--- config.mk ---
export PLATFORM = sky130hd
export DESIGN_NAME = reg_file_param
export DESIGN_NICKNAME = d
export VERILOG_FILES = /design/src/rtl/reg_file_param.sv
export SDC_FILE = /design/constraint.sdc
export NUM_CORES = 1
export LEC_CHECK = 0
export ABC_AREA = 1
export CORE_MARGIN = 3
export CORE_UTILIZATION = 43
export CTS_CLUSTER_DIAMETER = 120
export DETAILED_ROUTE_END_ITERATION = 8
export HOLD_SLACK_MARGIN = 0.12
export PLACE_DENSITY = 0.68
export SYNTH_ARGS = -nofsm -noshare
export SYNTH_HDL_FRONTEND = slang
export SYNTH_SLANG_ARGS = --single-unit
--- constraint.sdc ---
create_clock -name CLK -period 8.9 [get_ports CLK]
set_clock_uncertainty 0.05 [all_clocks]
set_input_delay 1.78 -clock CLK [delete_from_list [all_inputs] [get_ports CLK]]
set_output_delay 1.78 -clock CLK [all_outputs]
set_load 0.05 [all_outputs]
--- src/rtl/reg_file_param.sv ---
// reg_file_param: multi-ported register file with two write ports, two
// registered read ports (write-first bypass), synchronous clear, per-register
// dirty flags and an optional hard-wired zero register.
module reg_file_param #(
   parameter int WIDTH    = 8,
   parameter int DEPTH    = 8,
   parameter int ZERO_REG = 0,
   localparam int AW      = $clog2(DEPTH)
) (
   input  logic                    CLK,
   input  logic                    RESET,
   input  logic                    WRITE0,
   input  logic [AW-1:0]           IN0ADDRESS,
   input  logic signed [WIDTH-1:0] IN0,
   input  logic                    WRITE1,
   input  logic [AW-1:0]           IN1ADDRESS,
   input  logic signed [WIDTH-1:0] IN1,
   input  logic                    CLEAR,
   input  logic [AW-1:0]           OUT1ADDRESS,
   input  logic [AW-1:0]           OUT2ADDRESS,
   output logic signed [WIDTH-1:0] OUT1,
   output logic signed [WIDTH-1:0] OUT2,
   output logic [DEPTH-1:0]        DIRTY
);

   logic [WIDTH-1:0] regs_q [DEPTH];
   logic [WIDTH-1:0] regs_d [DEPTH];
   logic [DEPTH-1:0] dirty_q, dirty_d;
   logic [WIDTH-1:0] out1_q, out1_d;
   logic [WIDTH-1:0] out2_q, out2_d;
   logic             wr0_ok, wr1_ok;

   // A write is effective only when enabled and not aimed at a hard-wired zero register.
   always_comb begin
      wr0_ok = WRITE0 && !((ZERO_REG != 0) && (IN0ADDRESS == '0));
      wr1_ok = WRITE1 && !((ZERO_REG != 0) && (IN1ADDRESS == '0));
   end

   // Next register/dirty state: clear wins, otherwise port 0 then port 1 so port 1 wins on collisions.
   always_comb begin
      regs_d  = regs_q;
      dirty_d = dirty_q;
      if (CLEAR) begin
         for (int i = 0; i < DEPTH; i++) regs_d[i] = '0;
         dirty_d = '0;
      end else begin
         if (wr0_ok) begin
            regs_d[IN0ADDRESS]  = IN0;
            dirty_d[IN0ADDRESS] = 1'b1;
         end
         if (wr1_ok) begin
            regs_d[IN1ADDRESS]  = IN1;
            dirty_d[IN1ADDRESS] = 1'b1;
         end
      end
   end

   // Read port 1: clear forces zero, else write-first bypass with port 1 priority, else stored value.
   always_comb begin
      out1_d = regs_q[OUT1ADDRESS];
      if (CLEAR || ((ZERO_REG != 0) && (OUT1ADDRESS == '0))) out1_d = '0;
      else if (wr1_ok && (IN1ADDRESS == OUT1ADDRESS))       out1_d = IN1;
      else if (wr0_ok && (IN0ADDRESS == OUT1ADDRESS))       out1_d = IN0;
   end

   // Read port 2: same selection rules as read port 1.
   always_comb begin
      out2_d = regs_q[OUT2ADDRESS];
      if (CLEAR || ((ZERO_REG != 0) && (OUT2ADDRESS == '0))) out2_d = '0;
      else if (wr1_ok && (IN1ADDRESS == OUT2ADDRESS))       out2_d = IN1;
      else if (wr0_ok && (IN0ADDRESS == OUT2ADDRESS))       out2_d = IN0;
   end

   // State registers; reset clears everything immediately regardless of the clock.
   always_ff @(posedge CLK or posedge RESET) begin
      if (RESET) begin
         for (int i = 0; i < DEPTH; i++) regs_q[i] <= '0;
         dirty_q <= '0;
         out1_q  <= '0;
         out2_q  <= '0;
      end else begin
         for (int i = 0; i < DEPTH; i++) regs_q[i] <= regs_d[i];
         dirty_q <= dirty_d;
         out1_q  <= out1_d;
         out2_q  <= out2_d;
      end
   end

   // Drive outputs straight from the registers.
   always_comb begin
      OUT1  = out1_q;
      OUT2  = out2_q;
      DIRTY = dirty_q;
   end

endmodule
# Word-level counts from Yosys, hierarchy flattened

Index checks and enable logic that the tools add are counted.

Order comparisons: 10
Equality and inequality tests: 4
Muxes and demuxes: 30
Bitwise operators: 6
Reductions and logical operators: 8

Operator list:

| operator                                                                             | number |
|---|---|
| 64-bit 2-to-1 mux                                                                    | 4 |
| 64-bit bitwise mux                                                                   | 2 |
| 8-bit 2-to-1 mux                                                                     | 16 |
| 8-bit binary-select mux with 3-bit select                                            | 2 |
| 8-bit demux with 3-bit select                                                        | 2 |
| 4-bit greater-or-equal comparator (second input constant)                            | 4 |
| 3-bit NOT with 4-bit output                                                          | 4 |
| 8-bit bitwise OR                                                                     | 2 |
| 3-bit == test                                                                        | 4 |
| 1-bit logical AND                                                                    | 8 |
| 3-bit by 4-bit less-than comparator with 1-bit output (second input constant)        | 2 |
| 4-bit by 1-bit less-than comparator with 1-bit output (second input constant)        | 2 |
| 1-bit demux with 3-bit select                                                        | 2 |
| 3-bit by 1-bit greater-or-equal comparator with 1-bit output (second input constant) | 2 |
| 1-bit 2-to-1 mux                                                                     | 2 |

Bits in registers: 88
Output and inout bits: 24
Word-level logic and storage cells: 69

# Longest topological paths before layout

Gate-level depths: netlist of the first run.

Word-level depth: 11
Depth in mapped cells: 9

# Worst setup path before layout of the first run

OpenSTA, ideal clock, no wires.

Path type: in2reg
Start: in IN1ADDRESS[2]
End: reg regs_q[56] (netlist bit)
Arrival time: 2637 ps
Setup slack: 6093 ps
Stages on the path: 8
Path buffers: 2
Cell sequence: buf_2 -> nor2_1 -> inv_1 -> nor2_2 -> buf_2 -> nand2_1 -> o211ai_1 -> inv_1

RTL lines:

| item        | RTL line | text |
|---|---|---|
| from (decl) | 16       | `input logic [AW-1:0] IN1ADDRESS,` |
| to (decl)   | 26       | `logic [WIDTH-1:0] regs_q [DEPTH];` |

# Final worst setup path of the first run

Start: in OUT1ADDRESS[1]
End: reg out1_q[3] (netlist: OUT1[3])

Word-level cells in the longest chain between the ends: 7

Ends and longest elaborated chain:

| item                                                 | RTL line | text |
|---|---|---|
| from (decl)                                          | 19       | `input logic [AW-1:0] OUT1ADDRESS,` |
| 3-bit NOT with 4-bit output (implied by the code)    | 60       | `out1_d = regs_q[OUT1ADDRESS];` |
| 8-bit binary-select mux with 3-bit select            | 60       |  |
| 8-bit 2-to-1 mux (implied by the code) (2 in series) | 60       |  |
| 8-bit 2-to-1 mux                                     | 63       | `else if (wr0_ok && (IN0ADDRESS == OUT1ADDRESS)) out1_d = IN0;` |
| 8-bit 2-to-1 mux (*)                                 | 62       | `else if (wr1_ok && (IN1ADDRESS == OUT1ADDRESS)) out1_d = IN1;` |
| 8-bit 2-to-1 mux (*)                                 | 61       | `if (CLEAR \|\| ((ZERO_REG != 0) && (OUT1ADDRESS == '0))) out1_d = '0;` |
| via out1_d[3]                                        | 29       | `logic [WIDTH-1:0] out1_q, out1_d;` |
| to (signal assigned)                                 | 84       | `out1_q <= out1_d;` |
| to (decl)                                            | 29       |  |

The timed path passes the listed nets; every way through them passes the cells marked *. The select of a mux whose other input is x is not followed.

==> summary.txt, run 1 <==
Synthesis
  • Synth Instances: 940
  • Sequential area share after synthesis: between 30% and 40%
  • Share of the synthesized area in the top cell type: between 30% and 40%
  • Mapped Avg Cell Area: ~6.6 sq um
  • Number of distinct library cell variants in the gate-level netlist after synthesis: 25
  • Largest cells by area after synthesis: sky130_fd_sc_hd__dfrtp_1 35%, sky130_fd_sc_hd__nand2_1 20%, sky130_fd_sc_hd__nand3_1 10%
  • Number of warnings issued by yosys: 0
  • Commonest register cell after synthesis: sky130_fd_sc_hd__dfrtp_1
  • Share of flip-flops with an asynchronous set or reset after synthesis: between 90% and 100%
  • Post-Syn Area: ~0.0062 sq mm
  • Number of nets in the synthesized netlist: roughly 970
  • Number of synthesized flops with an enable pin: 0
  • Synthesis-stage register bit count: 88
  • Area leader, netlist: sky130_fd_sc_hd__dfrtp_1

Power and ir drop
  • Post-route total power: ~1100 uW
  • Clock power frac: 35.5%
  • Highest ir drop seen on vdd: between 0.0001 and 0.00015 V
  • Reported net switching power: 367 uW
  • Cell-internal power: ~700 uW
  • Leak Pwr: ~0.0037 uW
  • Power share of the sequential group: roughly two fifths
  • Power density over the cells: 150 mW/mm^2
  • Switching share of total power: about 34%
  • Combinational cell fraction of total power: between 20% and 30%

Die
  • FP Rows: 43
  • Die Width: approximately 130 um
  • Die area: about 0.016 sq mm
  • Vertical die dimension: 126 um
  • Ports: 57
  • Core box area: 0.0140 sq mm
  • Effective utilization at floorplan: roughly 44%

Global route
  • Maximum number of pins on one net before global-route repair: 80
  • Global-route wire length before repair: 33,200 um
  • Antenna violations before repair: 0
  • Congestion Overflow GR: 0
  • GRT Util Overall: between 20 and 30%
  • Vias in the first global route: 5,820

Final layout
  • Final Util: slightly above 50%
  • Layout cells sized above 1: around 8.9%
  • Most common cell after layout, fill and taps aside: sky130_fd_sc_hd__nand2_1
  • Top library cells by usage in the layout, fill and taps aside: 329 x sky130_fd_sc_hd__nand2_1, 124 x sky130_fd_sc_hd__nand3_1, 109 x sky130_fd_sc_hd__inv_1, 88 x sky130_fd_sc_hd__dfrtp_1, 77 x sky130_fd_sc_hd__o21ai_0
  • Layout overhead on the synthesized area: 13.5%
  • Antenna cell count: 0
  • Final layout net count: between 900 and 1,000
  • Cell area after layout: roughly 0.0071 sq mm

Place
  • Count of input and output buffers: between 50 and 60
  • Post-DP HPWL: 14,400 um
  • Cell area reported after detailed placement: 0.00679 sq mm
  • Global placement routability congestion: 1.04

Timing
  • Max-slew violations: 0
  • Achievable Freq: 0.268 GHz
  • Setup_tns: 0 ps
  • Final Hold Slack: 454 ps
  • Count of final setup violators: 0
  • Tcrit/Tclk final: 42.0%
  • Headroom to the max-slew limit: between 40% and 50%
  • Period minus WS final: 3740 ps
  • Final hold viol count: 0
  • Setup repair after global routing missed its margin: no
  • Tightest Pin Transition: slightly below 900 ps

Critical path
  • WP data arrival: between 3000 and 4000 ps
  • Cells along the critical path: clkdlybuf4s50_1 -> inv_4 -> nand2_1 -> o21ai_1 -> nor2_2 -> nand2_4 -> nand2_1 -> inv_1 -> a21oi_2
  • Required @ worst endpoint: roughly 9100 ps
  • Largest stage delay on the critical path: 1000 ps
  • Most numerous cell on the critical path: sky130_fd_sc_hd__nand2_1
  • Critical Setup Path Class: primary input to register
  • Maximum fanout along the worst path: 19
  • CP Buf/Inv Count: 3
  • Crit. End Element: register
  • R2R cell count: 6
  • Slowest CP cell: sky130_fd_sc_hd__clkdlybuf4s50_1
  • Setup crit start kind: primary input
  • Largest delay contributor family on the critical path: buffers and inverters
  • Depth of the critical timing path with buffers and inverters included: 9

Clock tree
  • Clk Latency, worst-skew pair: 360 ps
  • Buffer levels on the longest clock path: 2
  • Clock tree from TritonCTS: done
  • Number of setup buffers added after CTS: 0
  • Register clock-pin slew on the reported worst setup and hold paths: ~70 ps
  • Number of sinks handled by clock tree synthesis: between 80 and 90
  • Num CTS Buffers: 9
  • Number of H-tree levels: 3
  • Post-CTS Hold Buffers: 0
  • CTS-repair resized insts: 0
  • Clk root buf: sky130_fd_sc_hd__clkbuf_16

Min path
  • Class of the tightest hold or removal check: register to register
  • Count of cells along the worst hold path: 2

Routing
  • Total via count after detailed routing: between 6,000 and 7,000
  • Total wire length: about 21,000 um
  • Average wire length per cell after detail routing: 18.6 um
  • Initial DRC Count: between 700 and 800
  • Count of nets left with antenna violations after detail routing: 0
  • Vias per cell: ~5.5
  • Number of search-and-repair iterations in the first detailed-routing pass: 6
  • Post-route DRC: 0

Run
  • Number of max-cap violations: 0

Status
  • Outcome: completed
==> layer usage <==
metal | GRT usage, % | vias to the layer above | share of wire (%)
li1 | - | 3066 | -
met1 | 38.0 | 2866 | 43
met2 | 37.5 | 299 | 43
met3 | 8.29 | 51 | 9.6
met4 | 13.3 | 0 | 4.5
met5 | 0 | - | 0
==> state kept, by name, indices dropped and copies added (netlist names) <==
register	count
regs_q	64
DIRTY	8
OUT1	8
OUT2	8
==> cells in the mapped netlist, types with 12 or more instances <==
| library cell | instances |
|---|---|
| sky130_fd_sc_hd__nand3_1 | 124 |
| sky130_fd_sc_hd__a21oi_2 | 16 |
| sky130_fd_sc_hd__buf_2 | 25 |
| sky130_fd_sc_hd__o21ai_1 | 25 |
| sky130_fd_sc_hd__o21bai_1 | 16 |
| sky130_fd_sc_hd__nand2_1 | 329 |
| sky130_fd_sc_hd__dfrtp_1 | 88 |
| sky130_fd_sc_hd__o21ai_0 | 77 |
| sky130_fd_sc_hd__nand2_2 | 12 |
| sky130_fd_sc_hd__inv_2 | 12 |
| sky130_fd_sc_hd__o211ai_1 | 39 |
| sky130_fd_sc_hd__inv_1 | 110 |
==> power by group through the flow <==
stage	Combinational, uW	Sequential [uW]	Clock, uW
4_1_cts	244	438	385
5_1_grt	269	441	403
3_5_place_dp	244	446	0
3_3_place_gp	242	445	0
6_report	247	439	378
2_1_floorplan	135	471	0
==> worst register-to-register path, stage by stage (launching register included) <==
cell,delay [ps]
sky130_fd_sc_hd__dfrtp_1,400
sky130_fd_sc_hd__nand2_1,70
sky130_fd_sc_hd__nand3_1,100
sky130_fd_sc_hd__nand3_1,180
sky130_fd_sc_hd__nand2_1,130
sky130_fd_sc_hd__nand2_1,100
sky130_fd_sc_hd__a21oi_2,140
==> logic make-up (layout without fill, tap and decap cells) <==
| family | count (synthesis) | count (layout) | share of synthesized area, % |
|---|---|---|---|
| simple gates | 496 | 496 | 34.6 |
| compound gates | 183 | 183 | 18.0 |
| buf+inv | 171 | 201 | 11.9 |
| flops | 88 | 88 | 35.3 |
| xor+xnor | 2 | 2 | 0.281 |
==> layout make-up <==
cell class | instances | area [sq um]
Multi-Input combinational cell | 681 | 3290
Inverter | 125 | 475
Timing Repair Buffer | 60 | 591
Sequential cell | 88 | 2200
Fill cell | 1449 | 6970
Tap cell | 180 | 225
Clock inverter | 6 | 50.0
Clock buffer | 10 | 239
==> metrics by stage <==
step	instances	worst slack, ps
final	1150	5160
after global routing	1150	5050
after CTS	1150	5200
after detailed placement	1134	4830
after global placement	1134	4850
after floorplan	940	4790
==> worst paths after layout <==
path                                 startpoint                  end  slack, ps
hold / removal               DIRTY[4]$_DFF_PP0_   DIRTY[4]$_DFF_PP0_        450
hold reg to reg              DIRTY[4]$_DFF_PP0_   DIRTY[4]$_DFF_PP0_        450
setup / recovery                 OUT1ADDRESS[1]    OUT1[3]$_DFF_PP0_       5160
min in group asynchronous                 RESET  regs_q[4]$_DFF_PP0_       1650
max in group asynchronous                 RESET    OUT1[0]$_DFF_PP0_       5930
setup reg to reg           regs_q[41]$_DFF_PP0_    OUT1[1]$_DFF_PP0_       7660
Power figures use the tool's default switching activity.
==> run 2: changes to the inputs <==
--- a/config.mk
+++ b/config.mk
@@ -11,7 +11,7 @@
 export CTS_CLUSTER_DIAMETER = 120
 export DETAILED_ROUTE_END_ITERATION = 8
 export HOLD_SLACK_MARGIN = 0.12
-export PLACE_DENSITY = 0.68
+export PLACE_DENSITY = 0.7
 export SYNTH_ARGS = -nofsm -noshare
 export SYNTH_HDL_FRONTEND = slang
 export SYNTH_SLANG_ARGS = --single-unit
==> constraint.sdc (replaced) <==
create_clock -name CLK -period 3.4 [get_ports CLK]
set_clock_uncertainty 0.05 [all_clocks]
set_input_delay 0.68 -clock CLK [delete_from_list [all_inputs] [get_ports CLK]]
set_output_delay 0.68 -clock CLK [all_outputs]
set_load 0.05 [all_outputs]
==> summary.txt, run 2 (synthesized netlist as in run 1, its figures left out) <==
Timing
  • Setup_tns: 0 ps
  • Tightest Pin Transition: between 900 and 1000 ps
  • Final hold viol count: 0
  • Period minus WS final: 2280 ps
  • Tcrit/Tclk final: 67.2%
  • Max-slew violations: 0
  • Count of final setup violators: 0
  • Headroom to the max-slew limit: approximately two fifths
  • Achievable Freq: about 0.44 GHz
  • Setup repair after global routing missed its margin: no

Critical path
  • Depth of the critical timing path with buffers and inverters included: 1
  • R2R cell count: 6
  • Required @ worst endpoint: 2670 ps
  • Maximum fanout along the worst path: 2
  • Largest stage delay on the critical path: between 800 and 900 ps
  • Largest delay contributor family on the critical path: buffers and inverters
  • CP Buf/Inv Count: 1
  • Setup crit start kind: register
  • Critical Setup Path Class: register to output port
  • Cells along the critical path: clkdlybuf4s50_1
  • WP data arrival: ~1600 ps
  • Crit. End Element: output port
  • Slowest CP cell: sky130_fd_sc_hd__clkdlybuf4s50_1

Clock tree
  • Number of H-tree levels: 3
  • Clk root buf: sky130_fd_sc_hd__clkbuf_16
  • Num CTS Buffers: 9
  • Clock tree from TritonCTS: done
  • Number of sinks handled by clock tree synthesis: a little under 90
  • Buffer levels on the longest clock path: 2
  • CTS-repair resized insts: 0
  • Post-CTS Hold Buffers: 0
  • Register clock-pin slew on the reported worst setup and hold paths: ~70 ps
  • Clk Latency, worst-skew pair: between 300 and 400 ps
  • Number of setup buffers added after CTS: 0

Status
  • Outcome: completed

Routing
  • Post-route DRC: 0
  • Total via count after detailed routing: between 6,000 and 7,000
  • Total wire length: approximately 22,000 um
  • Initial DRC Count: 774
  • Average wire length per cell after detail routing: about 19 um
  • Vias per cell: about 5.5
  • Number of search-and-repair iterations in the first detailed-routing pass: 8
  • Count of nets left with antenna violations after detail routing: 0

Place
  • Count of input and output buffers: between 50 and 60
  • Global placement routability congestion: approximately 0.96
  • Post-DP HPWL: 15,100 um

Final layout
  • Layout overhead on the synthesized area: 15.0%
  • Antenna cell count: 0
  • Layout cells sized above 1: a little under a tenth
  • Register with the highest flop count: regs_q
  • Final Util: 51.0%
  • Most common cell after layout, fill and taps aside: sky130_fd_sc_hd__nand2_1
  • Top library cells by usage in the layout, fill and taps aside: 329 x sky130_fd_sc_hd__nand2_1, 124 x sky130_fd_sc_hd__nand3_1, 109 x sky130_fd_sc_hd__inv_1, 88 x sky130_fd_sc_hd__dfrtp_1, 77 x sky130_fd_sc_hd__o21ai_0
  • Number of flip-flops in the largest register: 64
  • Final layout net count: between 1,000 and 1,500

Power and ir drop
  • Leak Pwr: about 0.0037 uW
  • Power density over the cells: roughly 400 mW/mm^2
  • Highest ir drop seen on vdd: 0.000342 V

Run
  • Number of max-cap violations: 0

Die
  • FP Rows: between 40 and 50
  • Vertical die dimension: 126 um
  • Die Width: between 100 and 150 um
  • Effective utilization at floorplan: between 40 and 50%
  • Ports: 57
  • Die area: between 0.015 and 0.02 sq mm
  • Core box area: about 0.014 sq mm

Min path
  • Class of the tightest hold or removal check: register to register
  • Count of cells along the worst hold path: 2

Global route
  • Global-route wire length before repair: approximately 34,000 um
  • GR met1 Demand/Resource: approximately two fifths
  • Global-route met2 utilization: approximately 40%
  • Vias in the first global route: about 5,700
  • Antenna violations before repair: 0
  • Global routing's busiest layer: met2
  • Met3 Track Usage GR: 6.48%
  • Maximum number of pins on one net before global-route repair: 53
  • GRT Util Overall: 27.8%
  • Congestion Overflow GR: 0
## run 2: cell count changes in the layout (fill, tap and decap cells not counted)
cell                         previous run  this run
sky130_fd_sc_hd__buf_4                  4        10
sky130_fd_sc_hd__inv_6                  2         0
sky130_fd_sc_hd__buf_12                 0         1
sky130_fd_sc_hd__bufinv_16              0         1
sky130_fd_sc_hd__clkbuf_8               1         2
sky130_fd_sc_hd__clkinv_4               1         2
sky130_fd_sc_hd__clkinvlp_4             1         0
## run 2: metal layers
metal  wire, um  part of all wire [%]
met5          0                     0
met4        722                   3.3
met3       2240                    10
met2       9530                    43
met1       9670                    44
## run 2: final cells by class
type | instances | area [sq um]
timing repair buffer | 67 | 656
fill | 1405 | 6870
tap | 180 | 225
sequential | 88 | 2200
inverter | 125 | 475
clock inverter | 5 | 63.8
multi-input combinational | 681 | 3290
clock buffer | 11 | 253
## run 2: tightest hold or removal path, cell delays in order, from the launching register on
cell                      delay, ps
sky130_fd_sc_hd__dfrtp_1        350
sky130_fd_sc_hd__o21ai_0         80
sky130_fd_sc_hd__inv_1           50
## run 2: metrics by stage
step | cells | instance area (sq um) | hold WS [ps] | total power [uW] | setup WS (ps)
2_1_floorplan | 940 | 6230 | 516 | 1580 | 391
3_3_place_gp | 1141 | 6850 | 438 | 1820 | 786
3_5_place_dp | 1141 | 6850 | 437 | 1820 | 813
4_1_cts | 1157 | 7170 | 460 | 2880 | 1110
5_1_grt | 1157 | 7170 | 502 | 2990 | 984
6_report | 1157 | 7170 | 457 | 2880 | 1120
## run 2: final timing paths
kind	start	end	slack, ps
worst min-delay path	DIRTY[1]$_DFF_PP0_	DIRTY[1]$_DFF_PP0_	460
worst max-delay path	DIRTY[5]$_DFF_PP0_	DIRTY[5]	1120
min in group asynchronous	RESET	regs_q[8]$_DFF_PP0_	780
worst min register to register	DIRTY[1]$_DFF_PP0_	DIRTY[1]$_DFF_PP0_	460
worst max register to register	regs_q[32]$_DFF_PP0_	OUT1[0]$_DFF_PP0_	2210
max in group asynchronous	RESET	regs_q[44]$_DFF_PP0_	1790
## run 2: where the power goes
part / total (uW) / switching [uW] / internal [uW] / leakage [uW]
Sequential: 1150 / 46.8 / 1100 / 0.00119
Clock: 1060 / 448 / 616 / 0.000158
Combinational: 662 / 458 / 204 / 0.00236
==> run 3: changes to the inputs <==
==> constraint.sdc (replaced) <==
create_clock -name CLK -period 1.9 [get_ports CLK]
set_clock_uncertainty 0.05 [all_clocks]
set_input_delay 0.38 -clock CLK [delete_from_list [all_inputs] [get_ports CLK]]
set_output_delay 0.38 -clock CLK [all_outputs]
set_load 0.05 [all_outputs]
==> summary.txt, run 3 (synthesized netlist as in run 1, its figures left out) <==
Timing
  • Final Hold Slack: 430 ps
  • Count of final setup violators: 0
  • Achievable Freq: 0.574 GHz
  • Final hold viol count: 0
  • Headroom to the max-slew limit: 64.2%
  • Tightest Pin Transition: 537 ps
  • Setup repair after global routing missed its margin: no
  • Max-slew violations: 0
  • Setup_tns: 0 ps
  • Tcrit/Tclk final: 91.7%
  • Period minus WS final: 1740 ps

Global route
  • GRT Util Overall: about 28%
  • Vias in the first global route: ~6,000
  • Global-route wire length before repair: 34,200 um
  • Maximum number of pins on one net before global-route repair: ~90
  • Congestion Overflow GR: 0
  • Antenna violations before repair: 0

Place
  • Post-DP HPWL: approximately 16,000 um
  • Cell area reported after detailed placement: 0.00754 sq mm
  • Count of input and output buffers: 56
  • Global placement routability congestion: 0.993

Die
  • Ports: 57
  • Vertical die dimension: around 130 um
  • Die area: between 0.015 and 0.02 sq mm
  • Die Width: roughly 130 um
  • Core box area: roughly 0.014 sq mm
  • Effective utilization at floorplan: ~44%
  • FP Rows: 43

Status
  • Outcome: completed

Routing
  • Initial DRC Count: 955
  • Count of nets left with antenna violations after detail routing: 0
  • Total via count after detailed routing: 6,569
  • Post-route DRC: 0
  • Number of search-and-repair iterations in the first detailed-routing pass: 5
  • Average wire length per cell after detail routing: 18.1 um
  • Vias per cell: 5.39
  • Total wire length: 22,100 um

Final layout
  • Cell area after layout: between 0.007 and 0.008 sq mm
  • FILL cells: about 1,400
  • Area occupied by registers: roughly 0.0022 sq mm
  • Most common cell after layout, fill and taps aside: sky130_fd_sc_hd__nand2_1
  • Register with the highest flop count: regs_q
  • Layout overhead on the synthesized area: 25.5%
  • Number of flip-flops in the largest register: 64
  • Final layout net count: ~1,100
  • Antenna cell count: 0
  • Combined area of the multi-input logic cells: roughly 0.0033 sq mm
  • Top library cells by usage in the layout, fill and taps aside: 329 x sky130_fd_sc_hd__nand2_1, 124 x sky130_fd_sc_hd__nand3_1, 109 x sky130_fd_sc_hd__inv_1, 88 x sky130_fd_sc_hd__dfrtp_1, 77 x sky130_fd_sc_hd__o21ai_0
  • Layout cells sized above 1: between 10% and 20%

Critical path
  • Setup crit start kind: primary input
  • WP data arrival: between 1500 and 2000 ps
  • Maximum fanout along the worst path: 10
  • Required @ worst endpoint: approximately 2100 ps
  • R2R cell count: 6
  • Crit. End Element: register
  • Critical Setup Path Class: primary input to register

Clock tree
  • Number of setup buffers added after CTS: 0
  • CTS-repair resized insts: 2
  • Num CTS Buffers: 9
  • Post-CTS Hold Buffers: 0
  • Number of sinks handled by clock tree synthesis: 88
  • Buffer levels on the longest clock path: 2
  • Clock tree from TritonCTS: done
  • Clk root buf: sky130_fd_sc_hd__clkbuf_16
  • Clk Latency, worst-skew pair: between 300 and 400 ps
  • Register clock-pin slew on the reported worst setup and hold paths: about 60 ps
  • Number of H-tree levels: 3

Power and ir drop
  • Leak Pwr: about 0.0042 uW
  • Highest ir drop seen on vdd: roughly 0.00057 V
  • Power density over the cells: about 650 mW/mm^2
  • Post-route total power: between 5000 and 6000 uW

Run
  • Number of max-cap violations: 0

Min path
  • Class of the tightest hold or removal check: primary input to asynchronous set/reset pin
-- run 3: changes by cell type in the layout (fill, tap and decap cells not counted), sizes merged, moves of 2 or more --
cell	delta
dlygate4sd2	+2
buf	+81
dlymetal6s2s	+4
clkinvlp	+2
clkdlybuf4s50	-24
clkinv	-2
-- run 3: worst paths after layout --
kind,start,end,slack (ps)
max,IN1ADDRESS[0],regs_q[42]$_DFF_PP0_,160
min,RESET,OUT1[4]$_DFF_PP0_,430
max reg2reg,regs_q[40]$_DFF_PP0_,OUT1[0]$_DFF_PP0_,730
min reg2reg,DIRTY[2]$_DFF_PP0_,DIRTY[2]$_DFF_PP0_,470
max in group asynchronous,RESET,regs_q[1]$_DFF_PP0_,920
min in group CLK,DIRTY[2]$_DFF_PP0_,DIRTY[2]$_DFF_PP0_,470
-- run 3: area by class of cell --
class,count,share of cell area [%]
clock buffers,11,3.10
inverters,125,6.11
repair buffers,130,17.3
clock inverters,4,0.384
multi-input cells,681,42.1
flip-flops and latches,88,28.1
well taps,180,2.88
-- run 3: routing by layer --
layer  part of all wire (%)  vias up  track usage [%]  wire [um]
met5                      0        -                0          0
met3                    9.1       65             5.64       2010
met1                     43     2974             39.4       9540
met2                     43      323             41.3       9470
met4                    4.9        0             12.4       1090
li1                       -     3207                -          -
-- run 3: where the power goes --
part | total (uW) | internal, uW | switching, uW
Clock | 1700 | 921 | 783
Combinational | 1330 | 483 | 843
Sequential | 2060 | 1980 | 79.1
Total | 5090 | 3380 | 1710
-- run 3: metrics by stage --
| step | std cells | setup slack [ps] | utilization, % |
|---|---|---|---|
| 2_1_floorplan | 940 | 448 | - |
| 3_3_place_gp | 1204 | -138 | 53.7 |
| 3_5_place_dp | 1204 | -166 | 53.7 |
| 4_1_cts | 1219 | 1.20 | 55.7 |
| 5_1_grt | 1219 | 27.8 | 55.7 |
| 6_report | 1219 | 157 | 55.7 |
-- run 3: critical path, cell delays in order --
cell	delay, ps
sky130_fd_sc_hd__clkdlybuf4s50_1	570
sky130_fd_sc_hd__inv_2	70
sky130_fd_sc_hd__nand2_2	180
sky130_fd_sc_hd__inv_1	60
sky130_fd_sc_hd__nand2_1	220
sky130_fd_sc_hd__inv_1	200
sky130_fd_sc_hd__o21bai_1	190
sky130_fd_sc_hd__inv_1	50
